File: src/rtl/multicycle_control_if.sv
// -----------------------------------------------------------------------------
// multicycle_control_if
//   Bundle between the multi-cycle controller and the RV32I-subset datapath.
//
//   Datapath -> controller:
//     run            FSM advance enable (0 freezes the controller)
//     instr[31:0]    instruction register contents
//     cmp_true       ALU compare result (consumed by the datapath PC gating)
//     mem_ready      memory access complete this cycle
//
//   Controller -> datapath:
//     pc_write, pc_write_cond, ir_write, iord, mem_read, mem_write, reg_write
//     memto_reg[1:0] write-back source  (0 ALUOut, 1 MDR, 2 PC)
//     alu_src_a[1:0] ALU A select       (0 PC, 1 rs1, 2 oldPC)
//     alu_src_b[1:0] ALU B select       (0 rs2, 1 const 4, 2 imm)
//     alu_op[1:0]    (0 pass, 1 CMP, 2 ZERO_OUT, 3 PLUS)
//     cmp_func       (0 equal, 1 unsigned >=)
//     pc_src         (0 ALU result, 1 ALUOut)
//     state[2:0]     current FSM state, debug only
//     halted, illegal, bus_err  sticky status
//
//   Modports: master = controller side, slave = datapath side.
// -----------------------------------------------------------------------------
interface multicycle_control_if;
  logic        run;
  logic [31:0] instr;
  logic        cmp_true;
  logic        mem_ready;

  logic        pc_write;
  logic        pc_write_cond;
  logic        ir_write;
  logic        iord;
  logic        mem_read;
  logic        mem_write;
  logic        reg_write;
  logic [1:0]  memto_reg;
  logic [1:0]  alu_src_a;
  logic [1:0]  alu_src_b;
  logic [1:0]  alu_op;
  logic        cmp_func;
  logic        pc_src;
  logic [2:0]  state;
  logic        halted;
  logic        illegal;
  logic        bus_err;

  modport master (
    input  run, instr, cmp_true, mem_ready,
    output pc_write, pc_write_cond, ir_write, iord, mem_read, mem_write,
           reg_write, memto_reg, alu_src_a, alu_src_b, alu_op, cmp_func,
           pc_src, state, halted, illegal, bus_err
  );

  modport slave (
    output run, instr, cmp_true, mem_ready,
    input  pc_write, pc_write_cond, ir_write, iord, mem_read, mem_write,
           reg_write, memto_reg, alu_src_a, alu_src_b, alu_op, cmp_func,
           pc_src, state, halted, illegal, bus_err
  );
endinterface

File: src/rtl/multicycle_control.sv
// -----------------------------------------------------------------------------
// multicycle_control
//   Multi-cycle control FSM for an RV32I-subset datapath (add, addi, lw, sw,
//   beq/bgeu, jal). One shared ALU and one memory port; memory accesses wait
//   on mem_ready with a bounded wait counter. Illegal opcodes or a memory
//   timeout park the FSM in HALT until reset.
//
//   Ports:
//     clk   rising-edge clock
//     rstn  asynchronous active-low reset
//     bus   multicycle_control_if.master (datapath handshake and controls)
//
//   Parameters:
//     TIMEOUT  wait cycles allowed for mem_ready before a bus error
//     CNT_W    wait counter width
//
//   Build option:
//     CTRL_JALR_EN  when defined, jalr (opcode 1100111, funct3 000) is legal;
//                   otherwise that opcode halts the core as illegal.
//
//   state | meaning
//   ------+-----------------------------------------------------------
//   IDLE  | 0, all enables off, waits for run
//   FETCH | 1, read instruction at PC, PC+4 computed in parallel
//   DECODE| 2, legality check, branch/jump target into ALUOut
//   EXEC  | 3, per-opcode ALU work, branch/jump resolve
//   MEM   | 4, data load/store through the shared memory port
//   WB    | 5, register file write-back
//   HALT  | 7, parked after illegal opcode or bus timeout
// -----------------------------------------------------------------------------
module multicycle_control #(
  parameter int TIMEOUT = 255,
  parameter int CNT_W   = $clog2(TIMEOUT + 1)
) (
  input  logic                 clk,
  input  logic                 rstn,
  multicycle_control_if.master bus
);

  localparam logic [2:0] S_IDLE   = 3'd0;
  localparam logic [2:0] S_FETCH  = 3'd1;
  localparam logic [2:0] S_DECODE = 3'd2;
  localparam logic [2:0] S_EXEC   = 3'd3;
  localparam logic [2:0] S_MEM    = 3'd4;
  localparam logic [2:0] S_WB     = 3'd5;
  localparam logic [2:0] S_HALT   = 3'd7;

  localparam logic [6:0] OP_ALU    = 7'b0110011;
  localparam logic [6:0] OP_IMM    = 7'b0010011;
  localparam logic [6:0] OP_LOAD   = 7'b0000011;
  localparam logic [6:0] OP_STORE  = 7'b0100011;
  localparam logic [6:0] OP_BRANCH = 7'b1100011;
  localparam logic [6:0] OP_JAL    = 7'b1101111;

  // Last count value before the limit; a wait in this cycle is the TIMEOUT-th.
  localparam logic [CNT_W-1:0] WAIT_LAST = CNT_W'(TIMEOUT - 1);

  logic [2:0]       state_q, state_d;
  logic [CNT_W-1:0] wait_cnt_q, wait_cnt_d;
  logic             illegal_q, illegal_d;
  logic             bus_err_q, bus_err_d;

  logic [6:0] opcode;
  logic [2:0] funct3;
  logic       is_alu, is_imm, is_load, is_store, is_branch, is_jal, is_jalr;
  logic       branch_ok, op_legal;
  logic       mem_wait, timeout;

  // Raw enables before run gating.
  logic pc_write_r, pc_write_cond_r, ir_write_r, mem_write_r, reg_write_r;
  logic iord_r, mem_read_r;
  logic [1:0] memto_reg_r, alu_src_a_r, alu_src_b_r, alu_op_r;
  logic cmp_func_r, pc_src_r;

  // Instruction fields and the branch compare result are consumed by the
  // datapath, not by this controller.
  logic unused_bits;
  assign unused_bits = ^{bus.cmp_true, bus.instr[31:15], bus.instr[11:7]};

  assign opcode = bus.instr[6:0];
  assign funct3 = bus.instr[14:12];

  assign is_alu    = (opcode == OP_ALU);
  assign is_imm    = (opcode == OP_IMM);
  assign is_load   = (opcode == OP_LOAD);
  assign is_store  = (opcode == OP_STORE);
  assign is_branch = (opcode == OP_BRANCH);
  assign is_jal    = (opcode == OP_JAL);

`ifdef CTRL_JALR_EN
  localparam logic [6:0] OP_JALR = 7'b1100111;
  assign is_jalr = (opcode == OP_JALR) && (funct3 == 3'b000);
`else
  assign is_jalr = 1'b0;
`endif

  // Only beq (000) and bgeu (111) compares exist in this datapath.
  assign branch_ok = is_branch && ((funct3 == 3'b000) || (funct3 == 3'b111));
  assign op_legal  = is_alu || is_imm || is_load || is_store || branch_ok ||
                     is_jal || is_jalr;

  assign mem_wait = ((state_q == S_FETCH) || (state_q == S_MEM)) &&
                    bus.run && !bus.mem_ready;
  // mem_ready in the limit cycle is not a wait, so the access wins.
  assign timeout  = mem_wait && (wait_cnt_q == WAIT_LAST);

  // ---------------------------------------------------------------------------
  // Next state and sticky flags
  // ---------------------------------------------------------------------------
  always_comb begin
    state_d   = state_q;
    illegal_d = illegal_q;
    bus_err_d = bus_err_q;
    if (bus.run) begin
      case (state_q)
        S_IDLE:   state_d = S_FETCH;
        S_FETCH: begin
          if (bus.mem_ready) begin
            state_d = S_DECODE;
          end else if (timeout) begin
            state_d   = S_HALT;
            bus_err_d = 1'b1;
          end
        end
        S_DECODE: begin
          if (op_legal) begin
            state_d = S_EXEC;
          end else begin
            state_d   = S_HALT;
            illegal_d = 1'b1;
          end
        end
        S_EXEC: begin
          if (is_load || is_store)   state_d = S_MEM;
          else if (is_alu || is_imm) state_d = S_WB;
          else                       state_d = S_FETCH;
        end
        S_MEM: begin
          if (bus.mem_ready) begin
            state_d = is_load ? S_WB : S_FETCH;
          end else if (timeout) begin
            state_d   = S_HALT;
            bus_err_d = 1'b1;
          end
        end
        S_WB:     state_d = S_FETCH;
        S_HALT:   state_d = S_HALT;
        default:  state_d = S_HALT;
      endcase
    end
  end

  // Any state change clears the counter, which covers entry to FETCH and MEM.
  always_comb begin
    wait_cnt_d = wait_cnt_q;
    if (state_d != state_q) begin
      wait_cnt_d = '0;
    end else if (mem_wait) begin
      wait_cnt_d = wait_cnt_q + CNT_W'(1);
    end
  end

  always_ff @(posedge clk or negedge rstn) begin
    if (!rstn) begin
      state_q    <= S_IDLE;
      wait_cnt_q <= '0;
      illegal_q  <= 1'b0;
      bus_err_q  <= 1'b0;
    end else begin
      state_q    <= state_d;
      wait_cnt_q <= wait_cnt_d;
      illegal_q  <= illegal_d;
      bus_err_q  <= bus_err_d;
    end
  end

  // ---------------------------------------------------------------------------
  // Datapath controls, combinational from state and instruction
  // ---------------------------------------------------------------------------
  always_comb begin
    pc_write_r      = 1'b0;
    pc_write_cond_r = 1'b0;
    ir_write_r      = 1'b0;
    mem_write_r     = 1'b0;
    reg_write_r     = 1'b0;
    iord_r          = 1'b0;
    mem_read_r      = 1'b0;
    memto_reg_r     = 2'd0;
    alu_src_a_r     = 2'd0;
    alu_src_b_r     = 2'd0;
    alu_op_r        = 2'd0;
    cmp_func_r      = 1'b0;
    pc_src_r        = 1'b0;
    case (state_q)
      S_FETCH: begin
        mem_read_r  = 1'b1;
        alu_src_b_r = 2'd1;
        alu_op_r    = 2'd3;
        ir_write_r  = bus.mem_ready;
        pc_write_r  = bus.mem_ready;
      end
      S_DECODE: begin
        alu_src_a_r = 2'd2;
        alu_src_b_r = 2'd2;
        alu_op_r    = 2'd3;
      end
      S_EXEC: begin
        if (is_load || is_store || is_imm) begin
          alu_src_a_r = 2'd1;
          alu_src_b_r = 2'd2;
          alu_op_r    = 2'd3;
        end else if (is_alu) begin
          alu_src_a_r = 2'd1;
          alu_src_b_r = 2'd0;
          alu_op_r    = 2'd3;
        end else if (is_branch) begin
          alu_src_a_r     = 2'd1;
          alu_src_b_r     = 2'd0;
          alu_op_r        = 2'd1;
          cmp_func_r      = bus.instr[14];
          pc_write_cond_r = 1'b1;
          pc_src_r        = 1'b1;
        end else if (is_jal) begin
          reg_write_r = 1'b1;
          memto_reg_r = 2'd2;
          pc_write_r  = 1'b1;
          pc_src_r    = 1'b1;
          alu_op_r    = 2'd2;
        end else if (is_jalr) begin
          // Target is rs1+imm straight from the ALU; datapath clears bit 0.
          alu_src_a_r = 2'd1;
          alu_src_b_r = 2'd2;
          alu_op_r    = 2'd3;
          reg_write_r = 1'b1;
          memto_reg_r = 2'd2;
          pc_write_r  = 1'b1;
          pc_src_r    = 1'b0;
        end
      end
      S_MEM: begin
        iord_r      = 1'b1;
        mem_read_r  = is_load;
        mem_write_r = is_store;
      end
      S_WB: begin
        reg_write_r = 1'b1;
        memto_reg_r = is_load ? 2'd1 : 2'd0;
      end
      default: ;
    endcase
  end

  // Freezing the FSM must also suppress every architectural write.
  assign bus.pc_write      = pc_write_r      & bus.run;
  assign bus.pc_write_cond = pc_write_cond_r & bus.run;
  assign bus.ir_write      = ir_write_r      & bus.run;
  assign bus.mem_write     = mem_write_r     & bus.run;
  assign bus.reg_write     = reg_write_r     & bus.run;
  assign bus.iord          = iord_r;
  assign bus.mem_read      = mem_read_r;
  assign bus.memto_reg     = memto_reg_r;
  assign bus.alu_src_a     = alu_src_a_r;
  assign bus.alu_src_b     = alu_src_b_r;
  assign bus.alu_op        = alu_op_r;
  assign bus.cmp_func      = cmp_func_r;
  assign bus.pc_src        = pc_src_r;
  assign bus.state         = state_q;
  assign bus.halted        = (state_q == S_HALT);
  assign bus.illegal       = illegal_q;
  assign bus.bus_err       = bus_err_q;

endmodule

File: src/flat_wrapper.sv
// flat-port wrapper written by rule: the top's interface ports become plain ports
module multicycle_control_flat 
#(
  parameter int TIMEOUT = 255,
  parameter int CNT_W   = $clog2(TIMEOUT + 1)
)
  (clk, rstn, bus_run, bus_instr, bus_cmp_true, bus_mem_ready, bus_pc_write, bus_pc_write_cond, bus_ir_write, bus_iord, bus_mem_read, bus_mem_write, bus_reg_write, bus_memto_reg, bus_alu_src_a, bus_alu_src_b, bus_alu_op, bus_cmp_func, bus_pc_src, bus_state, bus_halted, bus_illegal, bus_bus_err);
  multicycle_control_if bus_i ();
  input  logic clk;
  input  logic rstn;
  input wire logic [$bits(bus_i.run)-1:0] bus_run;
  input wire logic [$bits(bus_i.instr)-1:0] bus_instr;
  input wire logic [$bits(bus_i.cmp_true)-1:0] bus_cmp_true;
  input wire logic [$bits(bus_i.mem_ready)-1:0] bus_mem_ready;
  output wire logic [$bits(bus_i.pc_write)-1:0] bus_pc_write;
  output wire logic [$bits(bus_i.pc_write_cond)-1:0] bus_pc_write_cond;
  output wire logic [$bits(bus_i.ir_write)-1:0] bus_ir_write;
  output wire logic [$bits(bus_i.iord)-1:0] bus_iord;
  output wire logic [$bits(bus_i.mem_read)-1:0] bus_mem_read;
  output wire logic [$bits(bus_i.mem_write)-1:0] bus_mem_write;
  output wire logic [$bits(bus_i.reg_write)-1:0] bus_reg_write;
  output wire logic [$bits(bus_i.memto_reg)-1:0] bus_memto_reg;
  output wire logic [$bits(bus_i.alu_src_a)-1:0] bus_alu_src_a;
  output wire logic [$bits(bus_i.alu_src_b)-1:0] bus_alu_src_b;
  output wire logic [$bits(bus_i.alu_op)-1:0] bus_alu_op;
  output wire logic [$bits(bus_i.cmp_func)-1:0] bus_cmp_func;
  output wire logic [$bits(bus_i.pc_src)-1:0] bus_pc_src;
  output wire logic [$bits(bus_i.state)-1:0] bus_state;
  output wire logic [$bits(bus_i.halted)-1:0] bus_halted;
  output wire logic [$bits(bus_i.illegal)-1:0] bus_illegal;
  output wire logic [$bits(bus_i.bus_err)-1:0] bus_bus_err;
  assign bus_i.run = bus_run;
  assign bus_i.instr = bus_instr;
  assign bus_i.cmp_true = bus_cmp_true;
  assign bus_i.mem_ready = bus_mem_ready;
  assign bus_pc_write = bus_i.pc_write;
  assign bus_pc_write_cond = bus_i.pc_write_cond;
  assign bus_ir_write = bus_i.ir_write;
  assign bus_iord = bus_i.iord;
  assign bus_mem_read = bus_i.mem_read;
  assign bus_mem_write = bus_i.mem_write;
  assign bus_reg_write = bus_i.reg_write;
  assign bus_memto_reg = bus_i.memto_reg;
  assign bus_alu_src_a = bus_i.alu_src_a;
  assign bus_alu_src_b = bus_i.alu_src_b;
  assign bus_alu_op = bus_i.alu_op;
  assign bus_cmp_func = bus_i.cmp_func;
  assign bus_pc_src = bus_i.pc_src;
  assign bus_state = bus_i.state;
  assign bus_halted = bus_i.halted;
  assign bus_illegal = bus_i.illegal;
  assign bus_bus_err = bus_i.bus_err;
  multicycle_control #(.TIMEOUT(TIMEOUT), .CNT_W(CNT_W)) u_core (.clk(clk), .rstn(rstn), .bus(bus_i));
endmodule
File: config.mk
export PLATFORM = sky130hd
export DESIGN_NAME = multicycle_control_flat
export DESIGN_NICKNAME = d
export VERILOG_FILES = /design/src/rtl/multicycle_control_if.sv /design/src/rtl/multicycle_control.sv /design/src/flat_wrapper.sv
export SDC_FILE = /design/constraint.sdc
export NUM_CORES = 1
export LEC_CHECK = 0
export BUFFER_PORTS_ARGS = -buffer_cell sky130_fd_sc_hd__buf_4
export CORE_MARGIN = 2
export CORE_UTILIZATION = 46
export DETAILED_ROUTE_END_ITERATION = 12
export PLACE_DENSITY = 0.85
export SETUP_SLACK_MARGIN = 0.15
export SYNTH_ARGS = -nofsm -noshare
export SYNTH_HDL_FRONTEND = slang
export SYNTH_SLANG_ARGS = --single-unit
File: constraint.sdc
create_clock -name clk -period 4 [get_ports clk]
set_clock_uncertainty 0.1 [all_clocks]
set_input_delay 0.8 -clock clk [delete_from_list [all_inputs] [get_ports clk]]
set_output_delay 0.8 -clock clk [all_outputs]
set_load 0.03 [all_outputs]
==> results of run 1 <==
## where the power goes
part           total [mW]  internal, mW  switching, mW
clock              0.0795        0.0387         0.0408
sequential          0.221         0.156         0.0658
combinational       0.428         0.165          0.263
## stage by stage
step	power [mW]	worst slack, ns	instance area [um^2]	hold WS (ns)
final	0.729	1.17	1300	0.249
after global routing	0.777	0.974	1300	0.244
after CTS	0.735	1.16	1300	0.254
after detailed placement	0.652	1.18	1270	0.354
after global placement	0.643	1.22	1270	0.353
after floorplan	0.501	1.06	986	0.404
## registers in the layout (all words and copies together), names as in the netlist
register,cells
u_core.bus.bus_err,1
u_core.bus.illegal,1
u_core.bus.state,3
u_core.wait_cnt_q,8
## synth_stat cells (all sizes together) (2+ instances only)
| master | n | share of area |
|---|---|---|
| nor2 | 14 | 0.053 |
| dfrtp | 13 | 0.33 |
| nand2 | 12 | 0.046 |
| a21oi | 5 | 0.025 |
| and2 | 5 | 0.032 |
| inv | 5 | 0.019 |
| nand2b | 5 | 0.032 |
| nand4 | 5 | 0.032 |
| o21ai | 5 | 0.025 |
| xor2 | 5 | 0.052 |
| nand3 | 4 | 0.025 |
| and4 | 3 | 0.027 |
| clkbuf | 3 | 0.011 |
| nor3 | 3 | 0.015 |
| nor3b | 3 | 0.028 |
| a211oi | 2 | 0.015 |
| and3 | 2 | 0.013 |
| and3b | 2 | 0.018 |
| ha | 2 | 0.025 |
| o2111ai | 2 | 0.018 |
## how the worst min path moves through the flow
stage                                            end                      startpoint
CTS                 u_core.wait_cnt_q[7]$_DFFE_PN0P_                            rstn
floorplan             u_core.bus.bus_err$_DFFE_PN0P_                            rstn
global placement      u_core.bus.bus_err$_DFFE_PN0P_  u_core.bus.bus_err$_DFFE_PN0P_
finish              u_core.wait_cnt_q[7]$_DFFE_PN0P_                            rstn
detailed placement    u_core.bus.illegal$_DFFE_PN0P_  u_core.bus.illegal$_DFFE_PN0P_
global route           u_core.bus.state[0]$_DFF_PN0_                            rstn
## cell usage in the layout (no fill, tap or decap), types with 2 or more instances in the layout
cell and instances:
a211oi_1 2, a21oi_1 5, and2_1 5, and3_1 2
and3b_1 2, and4_1 3, buf_4 36, clkbuf_4 3
dfrtp_1 13, ha_1 2, inv_1 5, nand2_1 12
nand2b_1 5, nand3_1 3, nand4_1 5, nor2_1 14
nor3_1 3, nor3b_1 2, o2111ai_1 2, o21ai_0 5
xor2_1 4
## logic make-up after synthesis
kind of cell	count (synthesis)	synth area share
buf+inv	9	0.0355
fa+ha+maj	2	0.0254
mux	1	0.0114
flops	13	0.330
compound gates	20	0.131
xor+xnor	6	0.0609
simple gates	68	0.406
## worst max-delay path, cell delays in order (launching register included)
cell and delay, ns:
dfrtp_1 0.67, nand2b_1 0.18, nor3b_1 0.46, and2_1 0.19, buf_4 0.15
## routing by layer
metal  track usage  share of wire
met2         0.338           0.50
met1         0.256           0.43
met3        0.0387          0.052
met4         0.113          0.011
met5             0              0
## cell type report
cell class | count | area share
Clock buffer | 4 | 0.0202
Inverter | 5 | 0.0144
Multi-Input combinational cell | 97 | 0.481
Sequential cell | 13 | 0.250
Tap cell | 27 | 0.0260
Timing Repair Buffer | 36 | 0.208
==> results_dict.tcl, run 1 <==
set metrics [dict create \
    status "finished clean" \
    yosysWarnings 0 \
    die_h_um 50.3 \
    drtIter0Drc 36 \
    fin_cells 182 \
    crit_start "u_core.bus.state[0]$_DFF_PN0_" \
    ff2ff_setup_slack_ns 1.89 \
    diodes 0 \
    synthArstFlopShare 1.00 \
    tightestPinTransition_ns 0.519 \
    fill_cells 162 \
    drc 0 \
    gp_congestion 0.880 \
    cts-root-buf "clkbuf_4" \
    cts_buffers 3 \
    ant_nets 0 \
    cts_tree "done" \
    p_per_area_mw_per_mm2 560 \
    critical_path.endpoint "bus_ir_write" \
    ctsResizeCount 0 \
    routed-via-count 1018 \
    cp.required_ns 3.10 \
    cap_viol_max_count 0 \
    multi_input_area_um2 626 \
    slew_violations 0 \
    dieWidth_um 50.3 \
    start_util 0.497 \
    clock_latency_ns 0.27 \
    grt_pass1_wl_um 3990 \
    drtPass1Iterations 4 \
    hold_buffers 0 \
    cts.sinks 13 \
    worstReg2RegEnd "u_core.bus.state[0]$_DFF_PN0_" \
    grt_pass1_vias 943 \
    dp.cells 178 \
    synth_edf_count 0 \
    netlist_area_um2 986 \
    crit_fanout 17 \
    std_cell_rows 16 \
    wire_per_inst_um 13.2 \
    grt_max_degree 18 \
    core_mm2 0.00198 \
    ios 60 \
    setup_viol 0 \
    seqCellArea_um2 325 \
    maxSlewHeadroom 0.654 \
    rsz0062_at_grt "false" \
    routed_via_density 5.59 \
    grt_usage 0.207 \
    clk_pin_slew_worst_paths_ns 0.08 \
    drive_gt1_frac 0.284 \
    antenna_found_initial 0 \
    yosysSeqAreaShare 0.330 \
    setup_tns_ns 0 \
    dp_hpwl_um 1850 \
    hp-class "in -> async" \
    ys_seq_elements 13 \
    clockBufferDepth 2 \
    htree_num_levels 1 \
    period_needed_ns 2.83 \
    grt_overflow 0 \
    fmax_ghz 0.354 \
    postSynthAreaPerCell_um2 8.29 \
    utilization 0.656 \
    synthFlopType "dfrtp_1" \
    final_nets 195 \
    worstSetupPathType "reg -> out" \
    hold_viol_final 0 \
    critPathLaunchType "flip-flop" \
    drt-total-wl_um 2400 \
    ir_drop_mv 0.423 \
    numPortBuffers 36 \
    synth.distinct_cells 42 \
    die-area_mm2 0.00253 \
    reg2regPathDepth 4 \
    netlist_instances 119 \
    finalCritPeriodShare 0.707 \
    crit_path_end_kind "output port" \
    post-cts-setup-buffers 0 \
    leakagePower_nw 0.622 \
    syn_nets 158 \
    areaGrowthSynthToFinish_pct 31.9 \
    reg2reg_from "u_core.bus.state[1]$_DFF_PN0_" \
    critPathArrivalTime_ns 1.93 \
]
(Power assumes the default switching activity.)
==> run 2, diff against run 1 <==
ABC_AREA = 1   (was not set)
CORE_UTILIZATION = 44   (was 46)
PLACE_DENSITY = 0.79   (was 0.85)
clock period = 2.9 ns   (was 4 ns; I/O delays follow)
==> results_dict.tcl, run 2 <==
set metrics [dict create \
    dp_slack_ns 0.605 \
    synth.most_common_cell "nand2_1" \
    setup_ws_ns 0.587 \
    largest_reg_flops 8 \
    p_comb_frac 0.661 \
    drtIter0Drc 11 \
    synthArstFlopShare 1.00 \
    die-area_mm2 0.00295 \
    largest-register "u_core.wait_cnt_q" \
    power.internal_uw 501 \
    crit_start "u_core.bus.state[0]$_DFF_PN0_" \
    cts.sinks 13 \
    synth_top_area_share 0.292 \
    power_frac_clock 0.103 \
    clock_latency_ns 0.28 \
    final_nets 235 \
    fmax_ghz 0.432 \
    slowest_delay_ns 0.56 \
    maxSlewHeadroom 0.763 \
    post-cts-setup-buffers 0 \
    std_cell_rows 18 \
    rsz0062_at_grt "false" \
    ctsResizeCount 0 \
    sequentialPowerShare 0.236 \
    clockBufferDepth 2 \
    cts_tree "done" \
    grt_max_degree 14 \
    start_util 0.457 \
    setup_viol 0 \
    synth_edf_count 0 \
    ios 60 \
    grt_overflow 0 \
    dp.cells 221 \
    cap_viol_max_count 0 \
    swShare 0.538 \
    synthFlopType "dfrtp_1" \
    cp.required_ns 2.22 \
    grt_pass1_vias 1067 \
    netlist_area_mm2 0.00111 \
    routed-via-count 1128 \
    hold_buffers 0 \
    synth_commonest_cells "nand2_1, inv_1, nand3_1" \
    reg2reg_from "u_core.wait_cnt_q[0]$_DFFE_PN0P_" \
    final_common_cell "buf_4" \
    grt_usage 0.197 \
    reg2regPathDepth 12 \
    cts-root-buf "clkbuf_4" \
    fin_cells 225 \
    postSynthAreaPerCell_um2 7.08 \
    drtPass1Iterations 5 \
    worstSetupPathType "reg -> out" \
    setup_tns_ns 0 \
    grt_pass1_wl_um 4260 \
    finalCritPeriodShare 0.798 \
    dp_hpwl_um 2120 \
    final_cell_mix "buf_4, nand2_1, inv_1, nand3_1, nor2_1" \
    routed_via_density 5.01 \
    critPathArrivalTime_ns 1.63 \
    antenna_found_initial 0 \
    critPathLaunchType "flip-flop" \
    status "finished clean" \
    ys_seq_elements 13 \
    synth.distinct_cells 27 \
    net-switching-power_uw 583 \
    crit_slowest_cell "dfrtp_1" \
    yosysSeqAreaShare 0.292 \
    hold_ws_ns 0.0231 \
    dieWidth_um 54.3 \
    yosysWarnings 0 \
    tightestPinTransition_ns 0.356 \
    die_h_um 54.3 \
    ant_nets 0 \
    crit_path_end_kind "output port" \
    crit_chain "nand3_1, inv_1, nand2_1, a21oi_1, buf_4" \
    syn_nets 196 \
    p_per_area_mw_per_mm2 760 \
    synth_area_leaders "dfrtp_1, nand2_1, nand3_1, inv_1, nor2_1" \
    crit_fanout 10 \
    areaGrowthSynthToFinish_pct 28.3 \
    leakagePower_nw 0.763 \
    hold_viol_final 0 \
    core_mm2 0.00243 \
    slew_violations 0 \
    diodes 0 \
    hp-class "in -> async" \
    clk_pin_slew_worst_paths_ns 0.07 \
    drive_gt1_frac 0.369 \
    ir_drop_mv 0.498 \
    synth_top_cell_by_area "dfrtp_1" \
    drc 0 \
    numPortBuffers 36 \
    netlist_instances 157 \
    htree_num_levels 1 \
    gp_congestion 0.785 \
    cts_buffers 3 \
    period_needed_ns 2.31 \
    wire_per_inst_um 11.7 \
    drt-total-wl_um 2630 \
]
==> run 2: layout make-up <==
| type | count | area (um^2) |
|---|---|---|
| Inverter | 26 | 97.6 |
| Sequential cell | 13 | 325 |
| Multi-Input combinational cell | 116 | 671 |
| Clock buffer | 4 | 26.3 |
| Timing Repair Buffer | 36 | 270 |
| Tap cell | 30 | 37.5 |
| Fill cell | 245 | 1000 |
==> run 2: logic make-up after synthesis <==
group / count (synthesis) / synth area share
AOI/OAI and AO/OA: 14 / 0.0731
xor gates and xnor gates: 7 / 0.0551
buffers and inverters: 28 / 0.105
DFF: 13 / 0.292
adders and majority gates: 2 / 0.0225
and+or+nand+nor: 93 / 0.452
==> run 2: power groups by stage <==
stage	Clock [mW]	Combinational, mW	Sequential [mW]
floorplan	0	0.488	0.286
global placement	0	0.702	0.256
detailed placement	0	0.721	0.258
CTS	0.112	0.723	0.254
global route	0.120	0.776	0.262
finish	0.112	0.718	0.256
==> run 2: worst max-delay path: cells and delay by family, from the launching register on <==
kind	cells	cell delay [ns]
flops	1	0.56
compound gates	1	0.17
simple gates	2	0.33
buf+inv	2	0.29
==> run 2: stage by stage <==
| stage | power, mW | util | cell area, um^2 |
|---|---|---|---|
| floorplan | 0.774 | - | 1110 |
| global placement | 0.958 | 0.576 | 1400 |
| detailed placement | 0.978 | 0.576 | 1400 |
| CTS | 1.09 | 0.587 | 1430 |
| global route | 1.16 | 0.587 | 1430 |
| finish | 1.08 | 0.587 | 1430 |
==> run 2: worst paths after layout <==
kind,end,slack [ns]
hold reg to reg,u_core.bus.bus_err$_DFFE_PN0P_,0.38
setup / recovery,bus_reg_write,0.59
max in group asynchronous,u_core.wait_cnt_q[3]$_DFFE_PN0P_,2.52
hold / removal,u_core.wait_cnt_q[4]$_DFFE_PN0P_,0.02
min in group clk,u_core.bus.bus_err$_DFFE_PN0P_,0.38
setup reg to reg,u_core.wait_cnt_q[0]$_DFFE_PN0P_,1.03
==> run 2: metal layers <==
layer / track usage / share of wire / vias up
met3: 0.0301 / 0.059 / 9
li1: - / - / 563
met2: 0.373 / 0.51 / 33
met4: 0.0833 / 0.024 / 0
met1: 0.214 / 0.41 / 523
met5: 0 / 0 / -
==> run 3, diff against run 2 <==
CORE_UTILIZATION = 40   (was 44)
PLACE_DENSITY = 0.76   (was 0.79)
clock period = 1.9 ns   (was 2.9 ns; I/O delays follow)
==> results_dict.tcl, run 3 (same netlist as run 2, synthesis figures left out) <==
set metrics [dict create \
    worstSetupPathType "in -> out" \
    wire_per_inst_um 16.1 \
    failed_checks "negative setup slack" \
    cap_viol_max_count 0 \
    drtIter0Drc 76 \
    setup_ws_ns -0.0767 \
    crit_start "bus_instr[2]" \
    grt-busiest-layer "met2" \
    net-switching-power_mw 1.24 \
    start_util 0.414 \
    final_cell_mix "buf_4, buf_6, nand2_1, inv_1, nor2_2" \
    reg2regPathDepth 13 \
    dieWidth_um 56.7 \
    final_nets 268 \
    hp-class "in -> reg" \
    tightestPinTransition_ns 0.294 \
    p_per_area_mw_per_mm2 1210 \
    routed-via-count 1365 \
    crit_fanout 5 \
    utilization 0.754 \
    crit_path_end_kind "output port" \
    cts.sinks 13 \
    ir_drop_mv 0.988 \
    reg2reg_from "u_core.bus.state[1]$_DFF_PN0_" \
    hold_ws_ns 0.327 \
    design_area_mm2 0.00202 \
    cts_tree "done" \
    htree_num_levels 1 \
    drc 0 \
    largest-register "u_core.wait_cnt_q" \
    critPathArrivalTime_ns 1.50 \
    final_common_cell "buf_4" \
    grt_use_met3 0.0207 \
    routed_via_density 5.27 \
    diodes 0 \
    ios 60 \
    worstReg2RegEnd "u_core.wait_cnt_q[4]$_DFFE_PN0P_" \
    drt-total-wl_um 4170 \
    dp.cells 226 \
    crit_slowest_cell "nor2_2" \
    crit_chain "buf_4, nor2_2, nand3_4, nor2_2, inv_1, o21ai_1, buf_4" \
    maxSlewHeadroom 0.804 \
    slew_violations 0 \
    fin_cells 259 \
    ant_nets 0 \
    core_mm2 0.00269 \
    sequentialPowerShare 0.155 \
    hold_viol_final 0 \
    swShare 0.507 \
    critical_path.endpoint "bus_mem_read" \
    grt_usage 0.241 \
    antenna_found_initial 0 \
    power_frac_clock 0.070 \
    critPathLaunchType "input pin" \
    dp_hpwl_um 2190 \
    leakagePower_nw 0.980 \
    dpl_cell_area_mm2 0.00152 \
    grt_max_degree 14 \
    drtPass1Iterations 4 \
    largest_reg_flops 8 \
    power.internal_mw 1.21 \
    cp.required_ns 1.42 \
    areaGrowthSynthToFinish_pct 82.0 \
    grt_pass1_vias 1407 \
    drive_gt1_frac 0.636 \
    cts-root-buf "clkbuf_4" \
    period_needed_ns 1.98 \
    slowest_delay_ns 0.19 \
    use_met2 0.430 \
    cts_buffers 3 \
    gp_congestion 0.887 \
    use_met1 0.279 \
    status "complete, but fails checks" \
    numPortBuffers 36 \
    die_h_um 56.7 \
    std_cell_rows 19 \
    fmax_ghz 0.506 \
    clockBufferDepth 2 \
    rsz0062_at_grt "true" \
    p_comb_frac 0.775 \
    ff2ff_setup_slack_ns 0.04 \
    finalCritPeriodShare 1.04 \
    clk_pin_slew_worst_paths_ns 0.08 \
    die-area_mm2 0.00322 \
    grt_overflow 0 \
    clock_latency_ns 0.28 \
    setup_viol 9 \
    grt_pass1_wl_um 6110 \
]
## run 3: cell types whose count changed in the layout (fill, tap and decap cells not counted), sizes merged
cell,delta
buf,+32
inv,-1
dlygate4sd3,+1
clkinvlp,+1
## run 3: cell type report
type	count	area, um^2
multi-input combinational	116	902
tap	31	38.8
timing repair buffer	69	614
sequential	13	329
fill	166	662
inverter	26	114
clock buffer	4	26.3
## run 3: how the worst min path moves through the flow
stage	startpoint	to	slack, ns	depth (start not counted)
2_1_floorplan	rstn	u_core.bus.bus_err$_DFFE_PN0P_	-0.02	0
3_3_place_gp	rstn	u_core.bus.bus_err$_DFFE_PN0P_	0.13	1
6_report	bus_run	u_core.bus.state[0]$_DFF_PN0_	0.33	2
3_5_place_dp	rstn	u_core.bus.state[0]$_DFF_PN0_	0.13	1
4_1_cts	bus_run	u_core.bus.state[0]$_DFF_PN0_	0.31	2
5_1_grt	bus_run	u_core.bus.state[0]$_DFF_PN0_	0.33	2
## run 3: timing repair
action / in CTS / in global routing
gates resized for setup: 47 / 22
hold endpoints to repair: 13 / 0
cloned: 0 / 0
pin swaps: 16 / 14
setup endpoints to repair: 24 / 25
setup buffers: 23 / 5
hold buffers: 1 / 0
## run 3: power groups by stage
| stage | combinational, mW | clock [mW] | sequential [mW] |
|---|---|---|---|
| finish | 1.90 | 0.171 | 0.380 |
| global route | 2.00 | 0.188 | 0.386 |
| CTS | 1.69 | 0.177 | 0.375 |
| detailed placement | 1.20 | 0 | 0.397 |
| global placement | 1.18 | 0 | 0.395 |
| floorplan | 0.822 | 0 | 0.447 |
## run 3: per-stage QoR
step | power, mW | TNS (ns) | setup slack, ns
after floorplan | 1.27 | 0 | 0.0166
after global placement | 1.57 | 0 | 0.0345
after detailed placement | 1.60 | 0 | 0.0239
after CTS | 2.24 | 0 | 0.0174
after global routing | 2.58 | -1.24 | -0.108
final | 2.45 | -0.204 | -0.0767
## run 3: layer usage
metal,wire [um],vias to the layer above
met3,194,24
met5,0,-
met2,2090,64
li1,-,634
met1,1670,643
met4,212,0
## run 3: worst max-delay path: cells and delay by family
| kind | cells | cell delay [ns] |
|---|---|---|
| simple gates | 3 | 0.50 |
| buf+inv | 3 | 0.43 |
| compound gates | 1 | 0.18 |
